File: src/rtl/xbar_pkg.sv
// Shared types for the crossbar port router.
//   cmd_e   : master command encoding (read / write)
//   state_e : forwarding FSM states
package xbar_pkg;

  typedef enum logic {
    CMD_READ  = 1'b0,
    CMD_WRITE = 1'b1
  } cmd_e;

  typedef enum logic [1:0] {
    IDLE = 2'd0,
    FWD  = 2'd1,
    ACK  = 2'd2
  } state_e;

endpackage

File: src/rtl/xbar_port_router_if.sv
// Master-side request/response bus of the crossbar port router.
//   req/cmd/addr/wdata : request from the master (cmd 0 = read, 1 = write)
//   ack                : one-cycle request-accept pulse
//   resp/rdata         : one-cycle read-data-valid pulse and its data
// Modports: master (request issuer), slave (the router).
interface xbar_port_router_if #(
  parameter int unsigned AWIDTH = 32,
  parameter int unsigned DWIDTH = 32
);

  logic              req;
  logic              cmd;
  logic [AWIDTH-1:0] addr;
  logic [DWIDTH-1:0] wdata;
  logic              ack;
  logic              resp;
  logic [DWIDTH-1:0] rdata;

  modport master (
    output req, cmd, addr, wdata,
    input  ack, resp, rdata
  );

  modport slave (
    input  req, cmd, addr, wdata,
    output ack, resp, rdata
  );

endinterface

File: src/rtl/xbar_ord_fifo.sv
// In-order FIFO of slave indices for outstanding reads.
//   aclk, aresetn   : clock, synchronous active-low reset (empties the FIFO)
//   push, push_data : enqueue a slave index (ignored when full)
//   pop             : dequeue the head entry (ignored when empty)
//   head            : oldest entry
//   full, empty     : occupancy flags
//   count           : number of entries, $clog2(DEPTH)+1 bits
module xbar_ord_fifo #(
  parameter int unsigned WIDTH = 2,
  parameter int unsigned DEPTH = 4
) (
  input  logic                       aclk,
  input  logic                       aresetn,
  input  logic                       push,
  input  logic [WIDTH-1:0]           push_data,
  input  logic                       pop,
  output logic [WIDTH-1:0]           head,
  output logic                       full,
  output logic                       empty,
  output logic [$clog2(DEPTH):0]     count
);

  localparam int unsigned PW = (DEPTH > 1) ? $clog2(DEPTH) : 1;
  localparam int unsigned CW = $clog2(DEPTH) + 1;

  logic [WIDTH-1:0] mem_q [DEPTH];
  logic [PW-1:0]    wr_ptr_q, rd_ptr_q;
  logic [CW-1:0]    count_q, count_d;
  logic             do_push, do_pop;

  function automatic logic [PW-1:0] ptr_inc(input logic [PW-1:0] p);
    return (p == PW'(DEPTH - 1)) ? '0 : p + PW'(1);
  endfunction

  assign do_push = push && !full;
  assign do_pop  = pop && !empty;

  always_comb begin
    count_d = count_q;
    case ({do_push, do_pop})
      2'b10:   count_d = count_q + CW'(1);
      2'b01:   count_d = count_q - CW'(1);
      default: count_d = count_q;
    endcase
  end

  always_ff @(posedge aclk) begin
    if (!aresetn) begin
      wr_ptr_q <= '0;
      rd_ptr_q <= '0;
      count_q  <= '0;
    end else begin
      if (do_push) wr_ptr_q <= ptr_inc(wr_ptr_q);
      if (do_pop)  rd_ptr_q <= ptr_inc(rd_ptr_q);
      count_q <= count_d;
    end
  end

  // Storage needs no reset: entries are only visible through count_q.
  always_ff @(posedge aclk) begin
    if (do_push) mem_q[wr_ptr_q] <= push_data;
  end

  assign head  = mem_q[rd_ptr_q];
  assign full  = (count_q == CW'(DEPTH));
  assign empty = (count_q == '0);
  assign count = count_q;

endmodule

File: src/rtl/xbar_port_router.sv
// Routes single master requests to one of SLAVE_NUM slaves by the top address
// bits and returns read data in request order.
//   aclk, aresetn       : clock, synchronous active-low reset
//   m                   : master bus (xbar_port_router_if.slave)
//   s_req/s_cmd         : per-slave request and command
//   s_addr/s_wdata      : shared address/write data, qualified by s_req[i]
//   s_ack/s_resp        : per-slave accept and read-response pulses
//   s_rdata             : packed per-slave read data
//   rd_full             : read-order FIFO full
//   resp_drop           : pulse when a response is unexpected and discarded
module xbar_port_router
  import xbar_pkg::*;
#(
  parameter int unsigned AWIDTH      = 32,
  parameter int unsigned DWIDTH      = 32,
  parameter int unsigned SLAVE_NUM   = 4,
  parameter int unsigned OUTSTANDING = 4
) (
  input  logic                        aclk,
  input  logic                        aresetn,
  xbar_port_router_if.slave           m,
  output logic [SLAVE_NUM-1:0]        s_req,
  output logic [SLAVE_NUM-1:0]        s_cmd,
  output logic [AWIDTH-1:0]           s_addr,
  output logic [DWIDTH-1:0]           s_wdata,
  input  logic [SLAVE_NUM-1:0]        s_ack,
  input  logic [SLAVE_NUM-1:0]        s_resp,
  input  logic [SLAVE_NUM*DWIDTH-1:0] s_rdata,
  output logic                        rd_full,
  output logic                        resp_drop
);

  localparam int unsigned SW = $clog2(SLAVE_NUM);
  localparam int unsigned CW = $clog2(OUTSTANDING) + 1;

  logic [1:0]           state_q, state_d;
  logic                 cmd_q, cmd_d;
  logic [SW-1:0]        tgt_q, tgt_d, tgt_w;
  logic [SLAVE_NUM-1:0] s_req_q, s_req_d, s_cmd_q, s_cmd_d;
  logic [AWIDTH-1:0]    s_addr_q, s_addr_d;
  logic [DWIDTH-1:0]    s_wdata_q, s_wdata_d;
  logic                 m_ack_q, m_ack_d;
  logic                 m_resp_q;
  logic [DWIDTH-1:0]    m_rdata_q, m_rdata_d;
  logic                 resp_drop_q;

  logic                 push, pop;
  logic [SW-1:0]        fifo_head;
  logic                 fifo_full, fifo_empty;
  logic [CW-1:0]        fifo_count;
  logic [SLAVE_NUM-1:0] head_oh, stray;
  logic [DWIDTH-1:0]    rdata_arr [SLAVE_NUM];

  assign tgt_w = m.addr[AWIDTH-1 -: SW];

  // Request path: one request in flight, registered towards the slaves.
  always_comb begin
    state_d   = state_q;
    cmd_d     = cmd_q;
    tgt_d     = tgt_q;
    s_req_d   = s_req_q;
    s_cmd_d   = s_cmd_q;
    s_addr_d  = s_addr_q;
    s_wdata_d = s_wdata_q;
    m_ack_d   = 1'b0;
    push      = 1'b0;
    case (state_q)
      IDLE: begin
        // Writes are posted, so only reads need a free order slot.
        if (m.req && (m.cmd == CMD_WRITE || !fifo_full)) begin
          state_d        = FWD;
          cmd_d          = m.cmd;
          tgt_d          = tgt_w;
          s_addr_d       = m.addr;
          s_wdata_d      = m.wdata;
          s_req_d        = '0;
          s_req_d[tgt_w] = 1'b1;
          s_cmd_d        = '0;
          s_cmd_d[tgt_w] = m.cmd;
        end
      end
      FWD: begin
        if (s_ack[tgt_q]) begin
          state_d = ACK;
          s_req_d = '0;
          s_cmd_d = '0;
          m_ack_d = 1'b1;
          push    = (cmd_q == CMD_READ);
        end
      end
      ACK:     state_d = IDLE;
      default: state_d = IDLE;
    endcase
  end

  // Response path: only the head slave may answer; anything else is dropped.
  always_comb begin
    for (int i = 0; i < SLAVE_NUM; i++) begin
      rdata_arr[i] = s_rdata[i*DWIDTH +: DWIDTH];
    end
    head_oh = '0;
    if (!fifo_empty) head_oh[fifo_head] = 1'b1;
    pop       = |(s_resp & head_oh);
    stray     = s_resp & ~head_oh;
    m_rdata_d = pop ? rdata_arr[fifo_head] : m_rdata_q;
  end

  always_ff @(posedge aclk) begin
    if (!aresetn) begin
      state_q     <= IDLE;
      cmd_q       <= 1'b0;
      tgt_q       <= '0;
      s_req_q     <= '0;
      s_cmd_q     <= '0;
      s_addr_q    <= '0;
      s_wdata_q   <= '0;
      m_ack_q     <= 1'b0;
      m_resp_q    <= 1'b0;
      m_rdata_q   <= '0;
      resp_drop_q <= 1'b0;
    end else begin
      state_q     <= state_d;
      cmd_q       <= cmd_d;
      tgt_q       <= tgt_d;
      s_req_q     <= s_req_d;
      s_cmd_q     <= s_cmd_d;
      s_addr_q    <= s_addr_d;
      s_wdata_q   <= s_wdata_d;
      m_ack_q     <= m_ack_d;
      m_resp_q    <= pop;
      m_rdata_q   <= m_rdata_d;
      resp_drop_q <= |stray;
    end
  end

  xbar_ord_fifo #(
    .WIDTH (SW),
    .DEPTH (OUTSTANDING)
  ) u_ord_fifo (
    .aclk      (aclk),
    .aresetn   (aresetn),
    .push      (push),
    .push_data (tgt_q),
    .pop       (pop),
    .head      (fifo_head),
    .full      (fifo_full),
    .empty     (fifo_empty),
    .count     (fifo_count)
  );

  assign m.ack     = m_ack_q;
  assign m.resp    = m_resp_q;
  assign m.rdata   = m_rdata_q;
  assign s_req     = s_req_q;
  assign s_cmd     = s_cmd_q;
  assign s_addr    = s_addr_q;
  assign s_wdata   = s_wdata_q;
  assign rd_full   = (fifo_count == CW'(OUTSTANDING));
  assign resp_drop = resp_drop_q;

endmodule

File: src/flat_wrapper.sv
// flat-port wrapper written by rule: the top's interface ports become plain ports
module xbar_port_router_flat import xbar_pkg::*;
#(
  parameter int unsigned AWIDTH      = 32,
  parameter int unsigned DWIDTH      = 32,
  parameter int unsigned SLAVE_NUM   = 4,
  parameter int unsigned OUTSTANDING = 4
)
  (aclk, aresetn, s_req, s_cmd, s_addr, s_wdata, s_ack, s_resp, s_rdata, rd_full, resp_drop, m_req, m_cmd, m_addr, m_wdata, m_ack, m_resp, m_rdata);
  xbar_port_router_if #(.AWIDTH(AWIDTH), .DWIDTH(DWIDTH)) m_i ();
  input  logic aclk;
  input  logic aresetn;
  output logic [SLAVE_NUM-1:0] s_req;
  output logic [SLAVE_NUM-1:0] s_cmd;
  output logic [AWIDTH-1:0] s_addr;
  output logic [DWIDTH-1:0] s_wdata;
  input  logic [SLAVE_NUM-1:0] s_ack;
  input  logic [SLAVE_NUM-1:0] s_resp;
  input  logic [SLAVE_NUM*DWIDTH-1:0] s_rdata;
  output logic rd_full;
  output logic resp_drop;
  input wire logic [$bits(m_i.req)-1:0] m_req;
  input wire logic [$bits(m_i.cmd)-1:0] m_cmd;
  input wire logic [$bits(m_i.addr)-1:0] m_addr;
  input wire logic [$bits(m_i.wdata)-1:0] m_wdata;
  output wire logic [$bits(m_i.ack)-1:0] m_ack;
  output wire logic [$bits(m_i.resp)-1:0] m_resp;
  output wire logic [$bits(m_i.rdata)-1:0] m_rdata;
  assign m_i.req = m_req;
  assign m_i.cmd = m_cmd;
  assign m_i.addr = m_addr;
  assign m_i.wdata = m_wdata;
  assign m_ack = m_i.ack;
  assign m_resp = m_i.resp;
  assign m_rdata = m_i.rdata;
  xbar_port_router #(.AWIDTH(AWIDTH), .DWIDTH(DWIDTH), .SLAVE_NUM(SLAVE_NUM), .OUTSTANDING(OUTSTANDING)) u_core (.aclk(aclk), .aresetn(aresetn), .m(m_i), .s_req(s_req), .s_cmd(s_cmd), .s_addr(s_addr), .s_wdata(s_wdata), .s_ack(s_ack), .s_resp(s_resp), .s_rdata(s_rdata), .rd_full(rd_full), .resp_drop(resp_drop));
endmodule
File: config.mk
export PLATFORM = sky130hd
export DESIGN_NAME = xbar_port_router_flat
export DESIGN_NICKNAME = d
export VERILOG_FILES = /design/src/rtl/xbar_pkg.sv /design/src/rtl/xbar_port_router_if.sv /design/src/rtl/xbar_ord_fifo.sv /design/src/rtl/xbar_port_router.sv /design/src/flat_wrapper.sv
export SDC_FILE = /design/constraint.sdc
export NUM_CORES = 1
export LEC_CHECK = 0
export CAP_MARGIN = 20
export CORE_MARGIN = 8
export CORE_UTILIZATION = 36
export CTS_CLUSTER_SIZE = 14
export DETAILED_ROUTE_END_ITERATION = 16
export GPL_TIMING_DRIVEN = 0
export PLACE_DENSITY = 0.81
export REMOVE_ABC_BUFFERS = 1
export SYNTH_ARGS = -nofsm -noshare
export SYNTH_HDL_FRONTEND = slang
export SYNTH_HIERARCHICAL = 1
export SYNTH_SLANG_ARGS = --single-unit
File: constraint.sdc
create_clock -name aclk -period 3.2 [get_ports aclk]
set_input_delay 0.8 -clock aclk [delete_from_list [all_inputs] [get_ports aclk]]
set_output_delay 0.8 -clock aclk [all_outputs]
set_load 0.03 [all_outputs]
# Word level (Yosys, flattened, before mapping)
# Memories as Yosys holds them, arrays and structs flattened. A register that Yosys moved wholly into a read port is not among the register bits.
# Cells that the tools add are included.
[totals]
input_bits = 204
register_bits = 119
mem_count = 1
word_cells = 85
ramBits = 8
[memory_table]
columns = ["name", "words", "word_bits", "read_ports", "rd_clocked_by_memory_dff", "wr", "line", "source"]
rows = [
  ["u_core.u_ord_fifo.mem_q", 4, 2, 1, 1, 1, "xbar_ord_fifo.sv:26", "logic [WIDTH-1:0] mem_q [DEPTH];"],
]
[classes]
n_bitwise = 6
n_mux = 28
n_lt_le_gt_ge = 6
n_eq_ne = 8
reduce_logical = 18
addsub = 4
[ops]
columns = ["operator", "n"]
rows = [
  ["$bmux W32 S2", 1],
  ["$mux W32", 2],
  ["$mux W4", 4],
  ["$pmux W4 S2", 2],
  ["$and A4 B4 Y4", 3],
  ["$mux W2", 6],
  ["$lt A2 B3 Y1 const B", 3],
  ["$mux W1", 8],
  ["$reduce_or A4 Y1", 2],
  ["$eq A2 B2 Y1 const B", 3],
  ["$pmux W3 S2", 1],
  ["$reduce_and A2 Y1", 3],
  ["$logic_and A1 B1 Y1", 5],
  ["$add A2 B1 Y2 const B", 2],
  ["$demux W1 S2", 2],
  ["$eq A2 B1 Y1 const B", 2],
  ["$ge A2 B1 Y1 const B", 2],
  ["$ne A2 B1 Y1 const B", 2],
  ["$not A4 Y4", 1],
  ["$pmux W2 S2", 1],
  ["$reduce_bool A2 Y1", 2],
  ["$add A3 B1 Y3 const B", 1],
  ["$eq A3 B3 Y1 const B", 1],
  ["$ge A3 B3 Y1 const B", 1],
  ["other kinds (9)", 10],
]

# Depth between registers and ports, before layout
# Gate-level depths: netlist of run 1.
[logic_depth]
ltp_word = 10
depth_mapped = 14
ltp_nobuf = 11

# By module
# The synthesis of run 1 kept the hierarchy.
[by_module_without_submodules]
columns = ["mod", "area_each_um2", "cells_each", "instances", "seq_area_each_um2"]
rows = [
  ["xbar_port_router", 5108.6, 534, 1, 2202.1],
  ["xbar_ord_fifo", 779.5, 66, 1, 420.4],
]

# Least setup slack after synthesis of run 1
# Ideal clock, no wire load.
[synth_path]
kind = "reg-to-reg"
start = "reg with a tool-made name"
end = "reg u_core.u_ord_fifo.count_q[2] (netlist: u_core/u_ord_fifo/count[2])"
path_slack_ns = -0.106
arrival_time_ns = 3.231
stages_incl_launch_ff = 15
required_time_ns = 3.124
setup_time_ns = 0.076
synth_period_minus_slack_ns = 3.306
cell_sequence = "dfxtp_1 mux4_2 buf_6 mux4_2 buf_6 clkbuf_1 and2_1 o31ai_1 inv_1 ha_1 inv_1 fa_1 xor2_1 or3_1 a21boi_0"
[synth_rtl]
columns = ["item", "line", "source"]
rows = [
  ["end signal: assignment", "xbar_ord_fifo.sv:55", "count_q <= count_d;"],
  ["end: declaration", "xbar_ord_fifo.sv:28", "logic [CW-1:0] count_q, count_d;"],
]

# Worst setup path after layout of run 1
[layout_path]
start = "in s_resp[0]"
end = "reg u_core.u_ord_fifo.count_q[2] (netlist: u_core/u_ord_fifo/count[2])"
[layout_via]
elab_chain_cells = 5
elab_cells_between_ends = 7
classes_between = "eq/ne: 2; mux: 1; bitwise: 1; reduce/logical: 3"
[layout_lines]
columns = ["item", "line", "source"]
rows = [
  ["start: declaration", "flat_wrapper.sv:18", "input logic [SLAVE_NUM-1:0] s_resp;"],
  ["$and A4 B4 Y4 *", "xbar_port_router.sv:103", "pop = |(s_resp & head_oh);"],
  ["$reduce_or A4 Y1 *", "xbar_port_router.sv:103", ""],
  ["named net u_core.pop", "xbar_port_router.sv:47", "logic push, pop;"],
  ["$logic_and A1 B1 Y1 *", "xbar_ord_fifo.sv:36", "assign do_pop = pop && !empty;"],
  ["named net u_core.u_ord_fifo.do_pop", "xbar_ord_fifo.sv:29", "logic do_push, do_pop;"],
  ["$eq A2 B1 Y1 / $eq A2 B2 Y1 (equally long branches)", "xbar_ord_fifo.sv:40", "case ({do_push, do_pop})"],
  ["$pmux W3 S2 / $reduce_bool A2 Y1 (equally long branches)", "-", ""],
]
# The timed path passes the listed nets; every way through them passes the cells marked *.
# A chain may end at the register's enable or synchronous reset.

==> results by group, run 1 <==
Status
  – Status: finished clean

STA
  – RSZ-0062 raised after global routing: no
  – Period utilisation layout: 0.9471
  – Fmax: ~330 MHz
  – Worst slew margin: 0.4041
  – Worst-Margin Slew: roughly 0.9 ns
  – Pins Over Slew Limit: 0
  – Fin crit period: approximately 3.0 ns
  – Final Hold Violating Endpoints: 0
  – Hold WS: 0.4648 ns
  – # setup viols final: 0
  – Clock skew: roughly 0.010 ns

Setup path
  – Slowest stage delay, CP: ~0.66 ns
  – Worst EP required: 3.53 ns
  – Crit path capture type: flip-flop
  – CP Launch Type: input port
  – CP max-delay cell: mux4_4
  – CP most frequent cell: inv_1
  – Crit Path Category: in -> reg
  – Crit-path max FO: 5
  – RR Endpoint: u_core/u_ord_fifo/count[2]
  – CP Cell Sequence: clkdlybuf4s50_1 > mux4_4 > and2_1 > o31ai_2 > inv_1 > ha_1 > inv_1 > fa_1 > xor2_1 > or3_1 > a21boi_0
  – R2r setup slk: about 0.18 ns
  – Bufs and invs on worst path: 3
  – Crit-path leading delay family: buffers and inverters
  – Critical path launch point: s_resp[0]
  – Worst path depth: 11
  – Reg2Reg Depth: 11
  – Arrival time worst endpoint: 3.36 ns
  – Worst setup path endpoint: u_core/u_ord_fifo/count[2]

Routing
  – Drt pass-1 iters: 5
  – DRT iter0 DRCs: roughly 470
  – Vias per std cell: roughly 5.4
  – Routed WL: between 20 and 25 mm
  – WL/cell: 20.90 um
  – DRC viols: 0
  – Routed Antenna Nets: 0
  – Via count: about 6.0k

Finish
  – Fin nets: around 1.1k
  – Antenna diodes: 0
  – Multi-input combinational cell area: a little over 0.003 mm2
  – Layout cell share with drive strength beyond 1: 0.1382
  – Fill count: approximately 1.4k
  – Area Growth Syn to Fin: 68.42%
  – Fin util: 0.6220
  – FF+latch area: 0.002624 mm2

Floorplan
  – Cell Rows: 46
  – Die Y-Extent: 143.9 um
  – Die width: roughly 140 um
  – Top-level port count: between 300 and 400
  – Core Box Area: roughly 0.016 mm2
  – Die ar.: just over 0.02 mm2
  – Initial core utilization: 0.3693

GRT
  – Busiest metal layer after global routing: met2
  – GRT overflow: 0
  – GRT met1 Usage: 0.2561
  – First-pass GRT wire length: ~34 mm
  – Total track usage: 0.2172
  – Largest net degree at the start of global routing: 69
  – Initial antenna violation count: 0
  – Met3 Use GR: 0.04645
  – Vias in the first global route: 5902
  – Met2 Track Usage GR: 0.3816

CTS
  – CTS H-tree lvls: 4
  – Clk sinks: approximately 130
  – CTS Buf Count: 17
  – CTS tree: built
  – Register clock-pin slew on the reported worst setup and hold paths: ~0.06 ns
  – Worst-skew pair later-pin latency: around 0.4 ns
  – Clock Path Buffers: 2
  – Hold buffer count at CTS: 0
  – Root buffer cell: clkbuf_16

Power and ir drop
  – Leak: between 3 and 4 nW
  – Max VDD drop: approximately 0.00033 V
  – Pwr per Cell Area: 475.7 mW/mm2

Synthesis
  – Synth top area cells: dfxtp_1 (40%), mux4_2 (14%), a21oi_1 (8.4%), nand3_1 (8.3%), o21ai_0 (5.2%)
  – Cell taking the most area after synthesis: dfxtp_1
  – Share of the synthesized area in the top cell type: 0.4046
  – Number of enable flip-flop cells after synthesis: 8
  – Ys Warns: 6
  – Cell Area, Synth: approximately 0.0059 mm2
  – Synthesized flop and latch total: approximately 130
  – Mapped Cells: 600
  – Most frequent cell after synthesis: dfxtp_1
  – Most frequent cells after synthesis: dfxtp_1 (119), a21oi_1 (99), nand3_1 (98)
  – Async set-reset flop share out of synthesis: 0
  – Post-synth cell types: 42
  – Seq/Total Area, Yosys: 0.4454
  – Mapped Avg Cell Area: between 9 and 10 um2
  – Synth Flop Type: dfxtp_1

Place
  – Port Buf Inserts: 311
  – Routability cong.: about 0.84
  – Hpwl dp: ~16 mm

Run
  – Maximum capacitance violations: 0

Worst hold path
  – Hold Crit Class: reg -> reg
[repair_timing]
action | CTS | global route
gates cloned | 3 | 0
gates resized for setup | 1 | 4
buffers inserted | 3 | 0
setup endpoints to repair | 7 | 2
[flip-flops by register name, indices dropped and copies added (netlist names), named ones only]
name / flops
u_core/cmd_q: 1
u_core/m.ack: 1
u_core/m.rdata: 32
u_core/m.resp: 1
u_core/resp_drop: 1
u_core/s_addr: 30
u_core/s_cmd: 4
u_core/s_req: 4
u_core/s_wdata: 32
u_core/state_q: 2
u_core/tgt_q: 2
u_core/u_ord_fifo/count: 3
u_core/u_ord_fifo/mem_q: 8
u_core/u_ord_fifo/rd_ptr_q: 2
u_core/u_ord_fifo/wr_ptr_q: 2
[how the worst min path moves through the flow]
| stage | startpoint | endpoint | slack (ns) | cells past startpoint |
|---|---|---|---|---|
| after floorplan | u_core/cmd_q | u_core/cmd_q | 0.45 | 2 |
| after global placement | u_core/s_cmd[1] | u_core/s_cmd[1] | 0.45 | 1 |
| after detailed placement | u_core/s_cmd[1] | u_core/s_cmd[1] | 0.45 | 1 |
| after CTS | u_core/s_cmd[2] | u_core/s_cmd[2] | 0.47 | 1 |
| after global routing | u_core/s_cmd[2] | u_core/s_cmd[2] | 0.47 | 1 |
| final | u_core/s_cmd[2] | u_core/s_cmd[2] | 0.46 | 1 |
[routing by layer]
metal  up-vias  share of wire
met1      2955           0.40
li1       2804              -
met3        33          0.054
met2       189           0.53
met4         0          0.020
met5         -              0
[cells in the final DEF (no fill, tap or decap), types with 3 or more instances in the layout]
| cell type | netlist | routed |
|---|---|---|
| a21bo_1 | 6 | 6 |
| a21bo_2 | 26 | 26 |
| a21oi_1 | 99 | 99 |
| and2_1 | 7 | 7 |
| buf_12 | 0 | 5 |
| buf_4 | 0 | 3 |
| buf_6 | 3 | 5 |
| bufinv_16 | 0 | 3 |
| clkbuf_16 | 0 | 17 |
| clkdlybuf4s50_1 | 0 | 311 |
| clkinv_4 | 0 | 5 |
| dfxtp_1 | 119 | 118 |
| edfxtp_1 | 8 | 8 |
| ha_1 | 6 | 6 |
| inv_1 | 10 | 8 |
| inv_4 | 0 | 3 |
| mux2i_1 | 3 | 3 |
| mux4_2 | 36 | 37 |
| nand2_1 | 12 | 11 |
| nand3_1 | 98 | 98 |
| nor2_1 | 7 | 7 |
| o21ai_0 | 61 | 61 |
| o21ai_1 | 8 | 8 |
| o2bb2ai_1 | 3 | 3 |
[cell families after synthesis]
| family | synth area share |
|---|---|
| and+or+nand+nor | 0.1201 |
| adders and majority gates | 0.01615 |
| xor gates and xnor gates | 0.002975 |
| muxes | 0.1447 |
| DFF | 0.4454 |
| buffers and inverters | 0.05291 |
| AOI/OAI and AO/OA | 0.2178 |
[area by class of cell]
class / count / share of cell area
Timing Repair Buffer: 325 / 0.3347
Multi-Input combinational cell: 403 / 0.3078
Sequential cell: 127 / 0.2646
Clock buffer: 17 / 0.04290
Tap cell: 216 / 0.02725
Clock inverter: 15 / 0.01867
Inverter: 10 / 0.004037
[worst register-to-register path, cell delays in order, from the launching register on]
cell      delay (ns)
dfxtp_2         0.40
mux4_2          0.57
mux4_4          0.60
and2_1          0.20
o31ai_2         0.10
inv_1           0.09
ha_1            0.22
inv_1           0.07
fa_1            0.17
xor2_1          0.08
or3_1           0.30
a21boi_0        0.16
[power by group]
group	internal (mW)	leakage, nW	switching, mW
Sequential	1.68	1.04	0.0428
Clock	1.24	0.304	0.749
Combinational	0.524	2.17	0.483
Total	3.44	3.52	1.27
[metrics by stage]
stage	area, um2	cells	power [mW]	worst slack, ns	TNS, ns
after CTS	9906	1113	4.756	0.03449	0
after global routing	9917	1113	4.901	0.02684	0
after floorplan	5614	537	2.206	-2.224	-133.92
final	9917	1113	4.717	0.1694	0
after detailed placement	9199	1075	2.739	-1.024	-2.219
after global placement	8997	1064	2.699	-5.343	-390.37
No activity file was read; power rests on OpenSTA's default activity.
==> run 2, diff against run 1 <==
--- a/config.mk
+++ b/config.mk
@@ -11,9 +11,8 @@
 export CTS_CLUSTER_SIZE = 14
 export DETAILED_ROUTE_END_ITERATION = 16
 export GPL_TIMING_DRIVEN = 0
-export PLACE_DENSITY = 0.81
+export PLACE_DENSITY = 0.82
 export REMOVE_ABC_BUFFERS = 1
 export SYNTH_ARGS = -nofsm -noshare
 export SYNTH_HDL_FRONTEND = slang
-export SYNTH_HIERARCHICAL = 1
 export SYNTH_SLANG_ARGS = --single-unit
==> run 2 against run 1 <==
  * Via count shrank 3.6%
  * Fmax shrank 1.1%
  * Flip-flop and latch count is the same
  * Cell count is 6.5% higher
  * Global-route usage decreased by 1.8 points
  * Critical path type is now reg -> reg
  * Sequential share of layout area grew 0.36 points
==> results by group, run 2 <==
STA
  – Fin crit period: 3.065 ns (+0.03422 ns)
  – Pins Over Slew Limit: 0 (unchanged)
  – RSZ-0062 raised after global routing: no
  – Worst slew margin: 0.3620 (-0.04215)
  – Clock skew: 0.01176 ns (+0.001803 ns)
  – Final Hold Violating Endpoints: 0 (unchanged)
  – Period utilisation layout: 0.9578 (+0.01069)
  – Fmax: 326.3 MHz (-1.1%)
  – # setup viols final: 0 (unchanged)
  – Worst-Margin Slew: 0.9570 ns (+0.06323 ns)

Setup path
  – Arrival time worst endpoint: 3.41 ns (+0.05 ns)
  – Crit path capture type: flip-flop
  – CP Launch Type: flip-flop
  – Worst EP required: 3.54 ns (about the same)
  – Crit-path max FO: 17 (+12)
  – Crit Path Category: reg -> reg

CTS
  – Worst-skew pair later-pin latency: 0.41 ns (about the same)
  – Register clock-pin slew on the reported worst setup and hold paths: 0.06 ns (about the same)
  – Clock Path Buffers: 2 (unchanged)
  – Root buffer cell: clkbuf_16
  – CTS tree: built
  – CTS H-tree lvls: 4 (unchanged)
  – Clk sinks: 127 (unchanged)
  – CTS Buf Count: 17 (unchanged)

Run
  – Maximum capacitance violations: 0 (unchanged)

Synthesis
  – Mux share of post-synthesis cell area: 0.1380 (-0.006703)
  – Mapped Cells: 653 (+8.8%)
  – Number of enable flip-flop cells after synthesis: 8 (unchanged)
  – Ys Warns: 0 (-6)
  – Compound-gate portion of the synthesized area: 0.1785 (-0.03935)
  – Mapped Avg Cell Area: 8.858 um2 (-9.7%)
  – Main combinational cell family by area after synthesis: compound AO/OA/AOI/OAI gates
  – Post-synth cell types: 37 (-12%)
  – Async set-reset flop share out of synthesis: 0 (unchanged)
  – Synth top area cells: dfxtp_1 (41%), nand2_1 (13%), a21oi_1 (9.0%), mux2_2 (6.2%), o211ai_2 (6.1%)
  – Cell Area, Synth: 0.005784 mm2 (-1.8%)
  – Most frequent cell after synthesis: nand2_1
  – Cell taking the most area after synthesis: dfxtp_1
  – Synth Area in XOR/XNOR: 0.003028 (+0.00005341)
  – Most frequent cells after synthesis: nand2_1 (197), dfxtp_1 (119), a21oi_1 (104)
  – Adder-Cell Fraction of Synth Area: 0.01644 (+0.0002899)
  – Share of the synthesized area in the top cell type: 0.4119 (+0.007264)
  – Simple-gate share of the synthesized area: 0.1648 (+0.04477)
  – Synthesized flop and latch total: 127 (unchanged)
  – Seq/Total Area, Yosys: 0.4534 (+0.007996)
  – Synth Flop Type: dfxtp_1

Finish
  – Layout cell share with drive strength beyond 1: 0.1273 (-0.01091)
  – Fill count: 1360 (+0.22%)
  – Most frequent cells in the layout: clkdlybuf4s50_1 (311), nand2_1 (197), dfxtp_1 (118), a21oi_1 (104), mux2i_1 (34)
  – Fin nets: 1166 (+6.5%)
  – Post-route insts no fill: 1185 (+6.5%)
  – Area Growth Syn to Fin: 69.33%
  – Most common cell after layout, fill and taps aside: clkdlybuf4s50_1

Routing
  – Drt pass-1 iters: 4 (-1)
  – WL/cell: 17.85 um (-15%)
  – Routed WL: 21.16 mm (-9.0%)
  – Via count: 5763 (-3.6%)
  – DRT iter0 DRCs: 205 (-56%)
  – Vias per std cell: 4.863 (-9.5%)
  – Routed Antenna Nets: 0 (unchanged)
  – DRC viols: 0 (unchanged)

Place
  – Routability cong.: 0.7552 (-9.6%)
  – Hpwl dp: 14.97 mm (-9.0%)
  – Port Buf Inserts: 311 (unchanged)
  – Inst Count DP: 1138 (+5.9%)

Floorplan
  – Die width: 142.8 um (-0.79%)
  – Cell Rows: 46 (unchanged)
  – Initial core utilization: 0.3668 (-0.002541)
  – Die ar.: 0.02038 mm2 (-1.6%)
  – Top-level port count: 312 (unchanged)
  – Core Box Area: 0.01577 mm2 (-1.1%)
  – Die Y-Extent: 142.8 um (-0.79%)

GRT
  – GRT overflow: 0 (unchanged)
  – Total track usage: 0.1996 (-0.01756)
  – Initial antenna violation count: 3 (+3)
  – Vias in the first global route: 5708 (-3.3%)
  – First-pass GRT wire length: 31.46 mm (-8.7%)
  – Largest net degree at the start of global routing: 75 (+8.7%)

Power and ir drop
  – Final Power: 5.823 mW (+23%)
  – Max VDD drop: 0.0004638 V (+41%)
  – Leak: 3.618 nW (+2.8%)
  – Pwr per Cell Area: 594.6 mW/mm2 (+25%)

Worst hold path
  – Hold Crit Class: reg -> reg

Status
  – Status: finished clean
==> run 2: path summary, 6_finish.rpt <==
path	cells past startpoint	slack (ns)	start	end
max reg2reg	10	0.14	flip-flop	u_core.u_ord_fifo.count[2]
max	10	0.14	flip-flop	u_core.u_ord_fifo.count[2]
min	2	0.45	u_core.s_wdata[10]	u_core.s_wdata[10]
min reg2reg	2	0.45	u_core.s_wdata[10]	u_core.s_wdata[10]
==> run 2: cell type report <==
type                            count  area (um2)  area share
Timing Repair Buffer              326        3318      0.3388
Tap cell                          216       270.3     0.02759
Sequential cell                   127        2626      0.2681
Inverter                            9       62.56    0.006387
Clock buffer                       21       450.4     0.04599
Multi-Input combinational cell    473        2987      0.3049
Timing Repair inverter              1       8.758   0.0008942
Antenna cell                        3       7.507   0.0007665
Clock inverter                      9       63.81    0.006515
==> run 2: logic make-up after synthesis <==
| logic type | after synthesis |
|---|---|
| xor gates and xnor gates | 2 |
| and+or+nand+nor | 238 |
| AOI/OAI and AO/OA | 152 |
| DFF | 127 |
| buffers and inverters | 56 |
| adders and majority gates | 7 |
| muxes | 71 |
==> run 2: per-stage QoR <==
step	TNS (ns)	instance area [um2]	utilization	worst slack [ns]	hold WS, ns
floorplan	-93.59	5555	-	-1.373	0.4541
global placement	-294.48	8939	0.5668	-3.918	0.4409
detailed placement	-14.47	9089	0.5763	-1.137	0.4465
CTS	0	9754	0.6185	0.03476	0.4524
global route	0	9794	0.6211	0.001674	0.4654
finish	0	9794	0.6211	0.1352	0.4491
==> run 2: layer usage <==
layer	track usage	share of wire	up-vias	wire, um
met3	0.1155	0.13	17	2848
li1	-	-	2849	-
met1	0.2118	0.38	2645	8011
met5	0	0	-	0
met2	0.3269	0.48	252	10060
met4	0.06544	0.011	0	238
==> run 2: what timing repair did <==
action / CTS / global route
hold buffers: 0 / 0
endpoints found under the setup margin: 37 / 1
pin swaps: 1 / 1
cloned: 4 / 0
buffers inserted: 7 / 3
gates resized for setup: 6 / 3
==> run 2: where the power goes <==
| group | internal, mW | switching (mW) |
|---|---|---|
| combinational | 1.00 | 1.21 |
| sequential | 1.79 | 0.113 |
| clock | 1.00 | 0.708 |
==> run 2: critical path, cell delays in order (launching register included) <==
cell,delay [ns]
dfxtp_4,0.40
mux4_4,0.70
mux2_4,0.28
a22oi_4,0.10
bufinv_16,0.28
ha_2,0.21
inv_1,0.06
fa_1,0.37
xor2_1,0.16
or3_1,0.30
a21oi_1,0.13
